`src/rtl/fb_pkg.sv`:
```
// Shared definitions for the frame-buffer arbiter: FSM states and port selects.
package fb_pkg;

    typedef enum logic [1:0] {
        ST_IDLE = 2'd0,
        ST_CMD  = 2'd1,
        ST_WAIT = 2'd2
    } fb_state_e;

    localparam logic PORT_RD = 1'b0;
    localparam logic PORT_WR = 1'b1;

endpackage

```
`src/rtl/fb_addr_gen.sv`:
```
// Per-port burst address counter: advance on burst completion, wrap at end of
// frame (disabling the port), restart on vsync, and defer a vsync that lands
// while this port's burst is in flight until that burst completes.
module fb_addr_gen
    import fb_pkg::*;
#(
    parameter int ADDR_W      = 24,
    parameter int BURST_LEN   = 256,
    parameter int FRAME_WORDS = 307200
) (
    input  logic              clk,
    input  logic              rst_n,
    input  logic              vsync,
    input  logic              busy,   // this port owns the current burst
    input  logic              done,   // this port's burst completed
    output logic [ADDR_W-1:0] addr,
    output logic              en,
    output logic              wrap    // frame finished on this completion
);

    localparam logic [ADDR_W-1:0] STEP      = ADDR_W'(BURST_LEN);
    localparam logic [ADDR_W-1:0] FRAME_END = ADDR_W'(FRAME_WORDS);

    logic [ADDR_W-1:0] addr_q, addr_d, addr_nxt;
    logic              en_q, en_d;
    logic              pend_q, pend_d;

    assign addr_nxt = addr_q + STEP;

    // Next-state: a vsync (live or deferred) beats the advance on completion.
    always_comb begin
        addr_d = addr_q;
        en_d   = en_q;
        pend_d = pend_q;
        wrap   = 1'b0;
        if (done) begin
            if (vsync || pend_q) begin
                addr_d = '0;
                en_d   = 1'b1;
                pend_d = 1'b0;
            end else if (addr_nxt == FRAME_END) begin
                addr_d = '0;
                en_d   = 1'b0;
                wrap   = 1'b1;
            end else begin
                addr_d = addr_nxt;
            end
        end else if (vsync) begin
            if (busy) begin
                pend_d = 1'b1;
            end else begin
                addr_d = '0;
                en_d   = 1'b1;
                pend_d = 1'b0;
            end
        end
    end

    // Counter, enable and pending-vsync registers.
    always_ff @(posedge clk or negedge rst_n) begin
        if (!rst_n) begin
            addr_q <= '0;
            en_q   <= 1'b0;
            pend_q <= 1'b0;
        end else begin
            addr_q <= addr_d;
            en_q   <= en_d;
            pend_q <= pend_d;
        end
    end

    assign addr = addr_q;
    assign en   = en_q;

endmodule

```
`src/rtl/frame_buf_arbiter.sv`:
```
// Arbitrates SDRAM bursts between camera write FIFO and display read FIFO.
// Optional FB_PINGPONG_EN: double-buffered frames, bank bit in address MSB.
module frame_buf_arbiter
    import fb_pkg::*;
#(
    parameter int ADDR_W      = 24,
    parameter int LVL_W       = 10,
    parameter int BURST_LEN   = 256,
    parameter int FRAME_WORDS = 307200,
    parameter int RD_DEPTH    = 1024
) (
    input  logic              iCLK,
    input  logic              iRST_N,
    input  logic [LVL_W-1:0]  iWR_LEVEL,
    input  logic [LVL_W-1:0]  iRD_LEVEL,
    input  logic              iWR_VSYNC,
    input  logic              iRD_VSYNC,
    output logic              oCMD_VALID,
    output logic              oCMD_WRITE,
    output logic [ADDR_W-1:0] oCMD_ADDR,
    input  logic              iCMD_READY,
    input  logic              iBURST_DONE,
    output logic              oBUSY,
    output logic              oWR_BANK,
    output logic              oRD_BANK
);

    fb_state_e         state_q, state_d;
    logic              port_q, port_d;
    logic              last_q, last_d;
    logic [ADDR_W-1:0] cmd_addr_q, cmd_addr_d;

    logic [ADDR_W-1:0] rd_addr, wr_addr, rd_cmd_addr, wr_cmd_addr;
    logic              rd_en, wr_en, rd_wrap_unused, wr_wrap;
    logic              rd_elig, wr_elig, rd_low, grant, grant_port;
    logic              rd_busy, wr_busy, rd_done, wr_done;

    assign rd_elig = rd_en && (32'(iRD_LEVEL) + 32'(BURST_LEN) <= 32'(RD_DEPTH));
    assign wr_elig = wr_en && (32'(iWR_LEVEL) >= 32'(BURST_LEN));
    assign rd_low  = 32'(iRD_LEVEL) < 32'(BURST_LEN);

    // Grant selection in IDLE: underflow guard, then round-robin on ties.
    always_comb begin
        grant      = 1'b0;
        grant_port = PORT_RD;
        if (state_q == ST_IDLE) begin
            if (rd_elig && rd_low) begin
                grant      = 1'b1;
                grant_port = PORT_RD;
            end else if (rd_elig && wr_elig) begin
                grant      = 1'b1;
                grant_port = ~last_q;
            end else if (rd_elig) begin
                grant      = 1'b1;
                grant_port = PORT_RD;
            end else if (wr_elig) begin
                grant      = 1'b1;
                grant_port = PORT_WR;
            end
        end
    end

    // The grant cycle counts as busy so a vsync there is deferred rather than
    // moving the address underneath the command being latched.
    assign rd_busy = (state_q != ST_IDLE && port_q == PORT_RD) || (grant && grant_port == PORT_RD);
    assign wr_busy = (state_q != ST_IDLE && port_q == PORT_WR) || (grant && grant_port == PORT_WR);
    assign rd_done = (state_q == ST_WAIT) && iBURST_DONE && (port_q == PORT_RD);
    assign wr_done = (state_q == ST_WAIT) && iBURST_DONE && (port_q == PORT_WR);

    fb_addr_gen #(
        .ADDR_W(ADDR_W), .BURST_LEN(BURST_LEN), .FRAME_WORDS(FRAME_WORDS)
    ) u_rd_addr (
        .clk(iCLK), .rst_n(iRST_N), .vsync(iRD_VSYNC), .busy(rd_busy),
        .done(rd_done), .addr(rd_addr), .en(rd_en), .wrap(rd_wrap_unused)
    );

    fb_addr_gen #(
        .ADDR_W(ADDR_W), .BURST_LEN(BURST_LEN), .FRAME_WORDS(FRAME_WORDS)
    ) u_wr_addr (
        .clk(iCLK), .rst_n(iRST_N), .vsync(iWR_VSYNC), .busy(wr_busy),
        .done(wr_done), .addr(wr_addr), .en(wr_en), .wrap(wr_wrap)
    );

`ifdef FB_PINGPONG_EN
    logic wr_bank_q, wr_bank_d, rd_bank_q, rd_bank_d, full_bank_q, full_bank_d;
    logic addr_msb_unused;

    // Bank tracking: writer flips per frame, reader follows last complete frame.
    always_comb begin
        wr_bank_d   = wr_bank_q ^ iWR_VSYNC;
        full_bank_d = wr_wrap ? wr_bank_q : full_bank_q;
        rd_bank_d   = iRD_VSYNC ? full_bank_q : rd_bank_q;
    end

    // Bank registers.
    always_ff @(posedge iCLK or negedge iRST_N) begin
        if (!iRST_N) begin
            wr_bank_q   <= 1'b0;
            rd_bank_q   <= 1'b0;
            full_bank_q <= 1'b0;
        end else begin
            wr_bank_q   <= wr_bank_d;
            rd_bank_q   <= rd_bank_d;
            full_bank_q <= full_bank_d;
        end
    end

    assign oWR_BANK        = wr_bank_q;
    assign oRD_BANK        = rd_bank_q;
    assign wr_cmd_addr     = {wr_bank_q, wr_addr[ADDR_W-2:0]};
    assign rd_cmd_addr     = {rd_bank_q, rd_addr[ADDR_W-2:0]};
    assign addr_msb_unused = wr_addr[ADDR_W-1] ^ rd_addr[ADDR_W-1];
`else
    logic wrap_unused;
    assign wrap_unused = wr_wrap;
    assign oWR_BANK    = 1'b0;
    assign oRD_BANK    = 1'b0;
    assign wr_cmd_addr = wr_addr;
    assign rd_cmd_addr = rd_addr;
`endif

    // FSM next-state; command fields are latched at grant and held through WAIT.
    always_comb begin
        state_d    = state_q;
        port_d     = port_q;
        last_d     = last_q;
        cmd_addr_d = cmd_addr_q;
        unique case (state_q)
            ST_IDLE: if (grant) begin
                state_d    = ST_CMD;
                port_d     = grant_port;
                last_d     = grant_port;
                cmd_addr_d = (grant_port == PORT_WR) ? wr_cmd_addr : rd_cmd_addr;
            end
            ST_CMD:  if (iCMD_READY)  state_d = ST_WAIT;
            ST_WAIT: if (iBURST_DONE) state_d = ST_IDLE;
            default: state_d = ST_IDLE;
        endcase
    end

    // FSM and command registers.
    always_ff @(posedge iCLK or negedge iRST_N) begin
        if (!iRST_N) begin
            state_q    <= ST_IDLE;
            port_q     <= PORT_RD;
            last_q     <= PORT_WR;
            cmd_addr_q <= '0;
        end else begin
            state_q    <= state_d;
            port_q     <= port_d;
            last_q     <= last_d;
            cmd_addr_q <= cmd_addr_d;
        end
    end

    assign oCMD_VALID = (state_q == ST_CMD);
    assign oCMD_WRITE = port_q;
    assign oCMD_ADDR  = cmd_addr_q;
    assign oBUSY      = (state_q != ST_IDLE);

endmodule

```
`config.mk`:
```
export PLATFORM = sky130hd
export DESIGN_NAME = frame_buf_arbiter
export DESIGN_NICKNAME = d
export VERILOG_FILES = /design/src/rtl/fb_pkg.sv /design/src/rtl/fb_addr_gen.sv /design/src/rtl/frame_buf_arbiter.sv
export SDC_FILE = /design/constraint.sdc
export NUM_CORES = 1
export LEC_CHECK = 0
export CAP_MARGIN = 5
export CORE_AREA = 2 2 90 92
export CTS_CLUSTER_SIZE = 25
export DETAILED_ROUTE_END_ITERATION = 10
export DIE_AREA = 0 0 92 94
export PLACE_DENSITY_LB_ADDON = 0.3
export SKIP_CTS_REPAIR_TIMING = 1
export SLEW_MARGIN = 5
export SYNTH_ARGS = -nofsm -noshare
export SYNTH_HDL_FRONTEND = slang
export SYNTH_SLANG_ARGS = --single-unit
```
`constraint.sdc`:
```
create_clock -name iCLK -period 3.6 [get_ports iCLK]
set_input_delay 0.54 -clock iCLK [delete_from_list [all_inputs] [get_ports iCLK]]
set_output_delay 0.54 -clock iCLK [all_outputs]
set_load 0.1 [all_outputs]
```
Yosys cells after proc, flatten, opt, wreduce, memory -nomap -nowiden --
Cells that the tools add are included.
Operators by class: $add $sub $neg 3, $mul 0, div/mod/pow operators 0, $lt $le $gt $ge 3, eq/ne operators 13, shifts and indexed selects 0, mux-type cells 42, bitwise logic cells 3, reductions and logical operators 27
Operators by type and width (number):
- $mux W24 | 11
- $add A24 B9 Y24 const B | 2
- $eq A24 B19 Y1 const B | 2
- $mux W1 | 27
- $add A10 B9 Y11 const B | 1
- $le A11 B11 Y1 const B | 1
- $logic_and A1 B1 Y1 | 11
- $ge A10 B9 Y1 const B | 1
- $lt A10 B9 Y1 const B | 1
- $reduce_and A2 Y1 | 5
- $reduce_and A3 Y1 | 3
- $ne A2 B2 Y1 const B | 4
- $mux W2 | 3
- $ne A2 B1 Y1 const B | 3
- $pmux W2 S3 | 1
- $reduce_bool A2 Y1 | 3
- $logic_or A1 B1 Y1 | 4
- $ne A3 B1 Y1 const B | 1
- $ne A3 B3 Y1 const B | 1
- $not A1 Y1 | 3
- $eq A2 B1 Y1 const B | 1
- $eq A2 B2 Y1 const B | 1
- $logic_not A2 Y1 | 1
Storage, ports and cells: register bits 80, latch bits 0, RAM bits 0, bits in read-only memories 0, input port bits 26, output and inout port bits 29, logic and storage cells 101, memories 0

Longest topological paths before layout --
Gate-level depths: netlist of the first run.
depth after elaboration 13, gate-level depth with buffers 10, depth with buffers taken out 8

Modules after synthesis --
Synthesis of the first run repeated with hierarchy kept, for this count alone.
Second synthesis, totals: cells, all modules 472, area total of the unflattened synthesis 4241.6 µm²
By module, submodules not included:
- frame_buf_arbiter | instances 1, cells each 173, area an instance 1694.1 µm², sequential area each 701.9 µm²
- fb_addr_gen (u_wr_addr) | instances 1, cells each 151, area an instance 1308.8 µm², sequential area each 450.4 µm²
- fb_addr_gen (u_rd_addr) | instances 1, cells each 148, area an instance 1238.7 µm², sequential area each 450.4 µm²

Worst setup path after synthesis of the first run --
Ideal clock, no wire load.
path kind register -> register, start reg port_q, in the netlist oCMD_WRITE, end reg u_wr_addr.addr_q[19], in the netlist u_wr_addr.addr[19], setup time 116 ps, data arrival time 2501 ps, slack 984 ps, stages on the path, launching flop included 7, path through dfrtp_1 -> clkbuf_1 -> nand4b_1 -> nor3_1 -> o21ai_2 -> buf_6 -> o311ai_0
Between the ends: cells in the longest elaborated chain, start to end 4
RTL lines:
- from (decl) | RTL line frame_buf_arbiter.sv:29 | logic port_q, port_d;
- from (signal assigned) | RTL line frame_buf_arbiter.sv:150 | port_q <= port_d;
- $logic_and A1 B1 Y1 | RTL line frame_buf_arbiter.sv:66 | assign wr_busy = (state_q != ST_IDLE && port_q == PORT_WR) || (grant && grant_port == PORT_WR);
- $logic_or A1 B1 Y1 | RTL line frame_buf_arbiter.sv:66
- $ne A2 B2 Y1 (no line)
- $reduce_and A2 Y1 (no line)
- to (signal assigned) | RTL line fb_addr_gen.sv:66 | addr_q <= addr_d;
- to (decl) | RTL line fb_addr_gen.sv:24 | logic [ADDR_W-1:0] addr_q, addr_d, addr_nxt;
Parallel ways exist; a longest one is shown, timed or not. A chain may end at the register's enable or synchronous reset.

Worst setup path in the final report of the first run --
start reg state_q[1], end out oBUSY
Between the ends: cells in the longest elaborated chain, start to end 1
RTL lines:
- from (decl) | RTL line frame_buf_arbiter.sv:28 | fb_state_e state_q, state_d;
- from (signal assigned) | RTL line frame_buf_arbiter.sv:149 | state_q <= state_d;
- $reduce_bool A2 Y1 | RTL line frame_buf_arbiter.sv:159 | assign oBUSY = (state_q != ST_IDLE);
- to (decl) | RTL line frame_buf_arbiter.sv:23 | output logic oBUSY,
Every way passes these cells.

==> flow_summary.json, run 1 <==
{
  "synth.most_common_cell": "dfrtp_1",
  "via_count": 2900,
  "clk_pin_slew_ns": 0.10,
  "fmaxAchievable_mhz": 362.3,
  "setup_violations": 0,
  "critPathCaptureType": "output port",
  "yosys-top-cells-area": "dfrtp_1 41%, a222oi_1 4.8%, nand2_1 4.2%, o21ai_0 3.4%, nand3_1 3.3%",
  "track_usage": 0.1884,
  "antennaDiodeCount": 0,
  "startpoint_type": "flop",
  "cp_max_fo": 5,
  "reg2reg_slack_ns": 0.85,
  "worstPathArrival_ns": 2.22,
  "setup_tns_ns": 0,
  "cts.path.max_buffers": 2,
  "worst_slew_margin_rel": 0.1704,
  "drv_slew": 0,
  "grt_max_degree": 40,
  "fp-row-count": 32,
  "finalPower_mw": 1.675,
  "cts_root_buf": "clkbuf_8",
  "tightest_slew_ns": 1.240,
  "grt_setup_unrepaired": "false",
  "antenna_found_initial": 0,
  "pre_cts_ws_ns": 0.5138,
  "period_needed_ns": 2.760,
  "synth_top_area_cell": "dfrtp_1",
  "power.density_nw_per_um2": 444.3,
  "synth_edf_count": 0,
  "pin_count": 55,
  "crit_required_ns": 3.06,
  "synth_commonest_cells": "55 x dfrtp_1, 37 x nand2_1, 26 x inv_1, 23 x o21ai_0, 22 x nand3_1",
  "r2r_end": "u_wr_addr.addr[13]",
  "peakVddDrop_mv": 0.2173,
  "dieHeight_um": 94,
  "overflow": 0,
  "min_path_type": "input port to async pin",
  "reg2reg_depth": 7,
  "fp.dieW_um": 92,
  "clkLatencyLatePin_ns": 0.31,
  "finClkSkew_ns": 0.006395,
  "yosysWarnings": 0,
  "drive_gt1_frac": 0.07179,
  "areaGrowthSynthToFinish_pct": 12.80,
  "yosysSeqAreaShare": 0.4197,
  "cts_buffers": 5,
  "rr_startpoint": "u_wr_addr.addr[11]",
  "initial_core_util": 0.4393,
  "drt_pass1_iterations": 5,
  "instances_no_fill": 492,
  "first_global_vias": 2703,
  "drc": 0,
  "grt_first_pass_wirelength_um": 13120,
  "synth_cells": 370,
  "synth_top_area_share": 0.4118,
  "hpwl_um": 5706,
  "via_per_inst": 5.894,
  "wl_per_cell_um": 16.16,
  "die-area_sq_um": 8648,
  "gp_congestion": 0.8008,
  "maxCapViolCount": 0,
  "port_buffers": 36,
  "cts_sinks": 56,
  "final_core_util": 0.4956,
  "cts_tree": "yes",
  "status": "completed",
  "path_class": "flop to output port",
  "fin_ws_ns": 0.8400,
  "synth_seq_cells": 56,
  "leakagePower_nw": 1.619,
  "ctsHtreeMaxLevel": 2,
  "placed_cells": 485,
  "ant_nets": 0,
  "fp.coreArea_sq_um": 7607,
  "ys.flop_type": "dfrtp_1",
  "finalHoldViolations": 0,
  "synth_area_per_cell_sq_um": 9.032,
  "first_iter_violations": 239,
  "wl_um": 7952,
  "netlist_area_sq_um": 3342,
  "fin_nets": 419,
  "fin_crit_sh": 0.7667,
  "synth.distinct_cells": 64,
  "async_reset_ff_frac": 1.000
}
how the worst max path moves through the flow:
stage / start / to
after global routing: u_wr_addr.addr[11] / u_wr_addr.addr[13]
after floorplan: oCMD_WRITE / u_wr_addr.addr[19]
final: state_q[1] / oBUSY
after CTS: state_q[1] / oBUSY
after global placement: iRD_LEVEL[5] / u_wr_addr.addr[18]
after detailed placement: iRD_LEVEL[5] / u_wr_addr.addr[18]
kinds of logic after synthesis:
family / Yosys count / synth area share
AOI/OAI and AO/OA: 92 / 0.2082
xor gates and xnor gates: 8 / 0.02097
adders and majority gates: 3 / 0.01123
buffers and inverters: 62 / 0.08985
DFF: 56 / 0.4197
muxes: 1 / 0.002995
other: 1 / 0.001122
and+or+nand+nor: 147 / 0.2460
metrics by stage:
stage               area (sq um)  hold slack [ns]
global route                3770           0.4211
finish                      3770           0.3386
detailed placement          3692           0.4987
global placement            3692           0.4909
floorplan                   3376           0.2444
CTS                         3770           0.3790
where the power goes:
group / internal [mW] / switching [mW] / leakage [nW]
logic: 0.143 / 0.474 / 0.820
clock network: 0.133 / 0.201 / 0.0410
registers: 0.673 / 0.0505 / 0.758
total: 0.949 / 0.726 / 1.62
flip-flops by register name, indices dropped and copies added (netlist names):
register / flops
last_q: 1
oCMD_WRITE: 1
oCMD_ADDR: 16
u_wr_addr.pend_q: 1
state_q: 2
u_wr_addr.en: 1
u_rd_addr.pend_q: 1
u_rd_addr.en: 1
u_rd_addr.addr: 16
u_wr_addr.addr: 16
critical path, stage by stage, from the launching register on:
cell and delay (ns):
dfrtp_1 0.43, nor2_1 0.32, inv_1 0.16, clkdlybuf4s50_1 1.00
layer usage:
metal  wire, um  share of wire  track usage
met2       3854           0.48       0.3082
met5          0              0            0
met3        323          0.041      0.02970
met4        174          0.022      0.06965
met1       3600           0.45       0.2535
cell usage in the layout, fill, tap and decap left out, drive strengths merged, types with 5 or more instances in the layout:
| cell | n |
|---|---|
| and4 | 5 |
| inv | 26 |
| conb | 10 |
| clkbuf | 6 |
| a21oi | 7 |
| o311ai | 8 |
| nand3 | 24 |
| nand2 | 37 |
| nand3b | 8 |
| or4 | 6 |
| buf | 5 |
| nor2 | 20 |
| xnor2 | 5 |
| a222oi | 16 |
| o21ai | 24 |
| nand4 | 9 |
| nor3 | 13 |
| clkdlybuf4s50 | 35 |
| and3 | 6 |
| dfrtp | 55 |
| a31oi | 10 |
final cells by class:
cell class	instances	area [sq um]
Sequential cell	56	1403
Multi-Input combinational cell	261	1679
Clock inverter	1	5.005
Tap cell	102	127.6
Timing Repair Buffer	40	385.4
Fill cell	718	3837
Inverter	26	97.59
Clock buffer	6	72.57
Note: power is estimated with default switching activity, not from simulation.
==> inputs of run 2 (changes only) <==
==> constraint.sdc (replaced) <==
create_clock -name iCLK -period 2.29 [get_ports iCLK]
set_input_delay 0.3435 -clock iCLK [delete_from_list [all_inputs] [get_ports iCLK]]
set_output_delay 0.3435 -clock iCLK [all_outputs]
set_load 0.1 [all_outputs]
==> run 2 against run 1 <==
  * The run now ends with negative hold slack, negative setup slack left
  * Combinational power is 130% higher
  * Total power is 95% higher
  * Setup slack worse by 0.84 ns
  * Clock power is 110% higher
  * Sequential power is 57% higher
  * Worst hold slack worse by 0.34 ns
  * Clock skew is 0.0084 ns higher
  * Wire length is 22% higher
  * First-iteration DRC count is 0.84% higher
  * Final area is 23% higher
  * Largest cell class unchanged
  * Largest power group is now combinational logic
  * Highest routed layer unchanged
==> flow_summary.json, run 2 (synthesized netlist as in run 1, its figures left out) <==
{
  "status": "complete, but fails checks",
  "failed_checks": "negative hold slack, negative setup slack",
  "placed_cells": 551,
  "fp.dieW_um": 92,
  "layout_common_cells": "86 x buf_4, 49 x dfrtp_1, 34 x nand2_1",
  "crit_slowest_cell": "or4_4",
  "cts_sinks": 56,
  "antennaDiodeCount": 0,
  "via_count": 3261,
  "overflow": 0,
  "first_global_vias": 3127,
  "initial_core_util": 0.4393,
  "wl_per_cell_um": 17.14,
  "whs_ns": -0.001285,
  "ctsHtreeMaxLevel": 2,
  "worst_slew_margin_rel": 0.6142,
  "fin_crit_sh": 1.001,
  "stdcell_area_sq_um": 4626,
  "gp_congestion": 0.8763,
  "layout_commonest_cell": "buf_4",
  "dieHeight_um": 94,
  "critPathTopFamily": "compound AO/OA/AOI/OAI gates",
  "maxCapViolCount": 0,
  "antenna_found_initial": 0,
  "fp-row-count": 32,
  "power.density_nw_per_um2": 704.8,
  "drive_gt1_frac": 0.3348,
  "cts_tree": "yes",
  "dpl-instance-area_sq_um": 4197,
  "pin_count": 55,
  "swShare": 0.4041,
  "ant_nets": 0,
  "path_buf_inv": 2,
  "crit_chain": "nand4_4, or4_4, o31ai_4, o221ai_4, o21ai_4, buf_6, buf_6, a21oi_2, a21o_1",
  "setup_tns_ns": -0.002606,
  "clock_power_share": 0.218,
  "startpoint_type": "flop",
  "period_needed_ns": 2.293,
  "pwr-share-seq": 0.350,
  "drv_slew": 0,
  "n_fill_cell": 662,
  "worstPathArrival_ns": 2.52,
  "fp.coreArea_sq_um": 7607,
  "tightest_slew_ns": 0.5787,
  "clkLatencyLatePin_ns": 0.33,
  "fmaxAchievable_mhz": 436.2,
  "final_core_util": 0.6081,
  "fin_ws_ns": -0.002606,
  "switchingPower_mw": 1.318,
  "cp_common_cell": "buf_6",
  "track_usage": 0.2185,
  "finalHoldViolations": 4,
  "cpPeakStageDelay_ns": 0.53,
  "first_iter_violations": 241,
  "power_frac_comb": 0.432,
  "critPathCaptureType": "flop",
  "setup_violations": 1,
  "path_class": "flop to flop",
  "cp_max_fo": 7,
  "instances_no_fill": 568,
  "die-area_sq_um": 8648,
  "areaGrowthSynthToFinish_pct": 38.41,
  "clk_pin_slew_ns": 0.11,
  "crit_required_ns": 2.51,
  "drt_pass1_iterations": 6,
  "drc": 0,
  "grt_setup_unrepaired": "true",
  "via_per_inst": 5.741,
  "cts_root_buf": "clkbuf_8",
  "cts_buffers": 5,
  "peakVddDrop_mv": 0.4338,
  "port_buffers": 36,
  "power.internal_mw": 1.943,
  "cts.path.max_buffers": 2,
  "wl_um": 9738,
  "finClkSkew_ns": 0.01480,
  "leakagePower_nw": 2.161,
  "min_path_type": "input port to async pin",
  "hpwl_um": 6691,
  "fin_nets": 494,
  "grt_max_degree": 35,
  "grt_first_pass_wirelength_um": 15010
}
-- run 2: cell count changes in the layout (fill, tap and decap cells not counted), moves of 4 or more --
cell and change:
buf_4 +82, clkdlybuf4s50_1 -24, buf_6 +6, dfrtp_1 -6, dfrtp_2 +6, dlymetal6s2s_1 +5, and4_1 -4, buf_12 +4
o21ai_0 -4
-- run 2: stage by stage --
stage	total power [mW]	hold slack, ns	setup slack, ns
final	3.260	-0.001285	-0.002606
after global routing	3.392	0.04238	-0.05851
after CTS	3.069	0.01930	-0.2175
after detailed placement	2.368	0.3710	-0.3668
after global placement	2.340	0.3659	-0.3441
after floorplan	1.882	0.04791	0.07881
-- run 2: path summary, 6_finish.rpt --
path | from | slack (ns) | depth (start not counted) | endpoint
max in group asynchronous | iRST_N | 1.64 | 2 | last_q
worst max register to register | u_wr_addr.addr[15] | -0.003 | 9 | u_wr_addr.addr[12]
worst max-delay path | u_wr_addr.addr[15] | -0.003 | 9 | u_wr_addr.addr[12]
min in group iCLK | oCMD_ADDR[8] | 0.52 | 2 | oCMD_ADDR[8]
worst min-delay path | iRST_N | -0.001 | 1 | u_rd_addr.addr[20]
worst min register to register | oCMD_ADDR[8] | 0.52 | 2 | oCMD_ADDR[8]
-- run 2: final cells by class --
| cell class | count | area [sq um] | area share |
|---|---|---|---|
| clock inverters | 2 | 38.79 | 0.008385 |
| repair buffers | 115 | 1021 | 0.2207 |
| well taps | 102 | 127.6 | 0.02759 |
| clock buffers | 6 | 82.58 | 0.01785 |
| multi-input cells | 261 | 1848 | 0.3995 |
| flip-flops and latches | 56 | 1410 | 0.3048 |
| inverters | 26 | 97.59 | 0.02110 |
-- run 2: power by group through the flow --
stage	combinational (mW)	sequential (mW)	clock [mW]
2_1_floorplan	0.662	1.22	0
3_3_place_gp	1.19	1.15	0
3_5_place_dp	1.21	1.15	0
4_1_cts	1.22	1.13	0.718
5_1_grt	1.48	1.15	0.761
6_report	1.41	1.14	0.711
-- run 2: routing by layer --
| metal | global-route usage | share of wire |
|---|---|---|
| met1 | 0.2811 | 0.42 |
| met2 | 0.3793 | 0.52 |
| met3 | 0.03210 | 0.043 |
| met4 | 0.07090 | 0.0097 |
| met5 | 0 | 0 |
-- run 2: worst reg2reg max path, cell delays in order (launching register included) --
cell,delay [ns]
dfrtp_2,0.44
nand4_4,0.13
or4_4,0.53
o31ai_4,0.32
o221ai_4,0.17
o21ai_4,0.19
buf_6,0.14
buf_6,0.10
a21oi_2,0.03
a21o_1,0.14
==> inputs of run 3 (changes only) <==
--- a/config.mk
+++ b/config.mk
@@ -5,7 +5,7 @@
 export SDC_FILE = /design/constraint.sdc
 export NUM_CORES = 1
 export LEC_CHECK = 0
-export CAP_MARGIN = 5
+export CAP_MARGIN = 40
 export CORE_AREA = 2 2 90 92
 export CTS_CLUSTER_SIZE = 25
 export DETAILED_ROUTE_END_ITERATION = 10
==> results of run 3 <==
The final DEF is identical to that of run 2; final timing and power are the same.
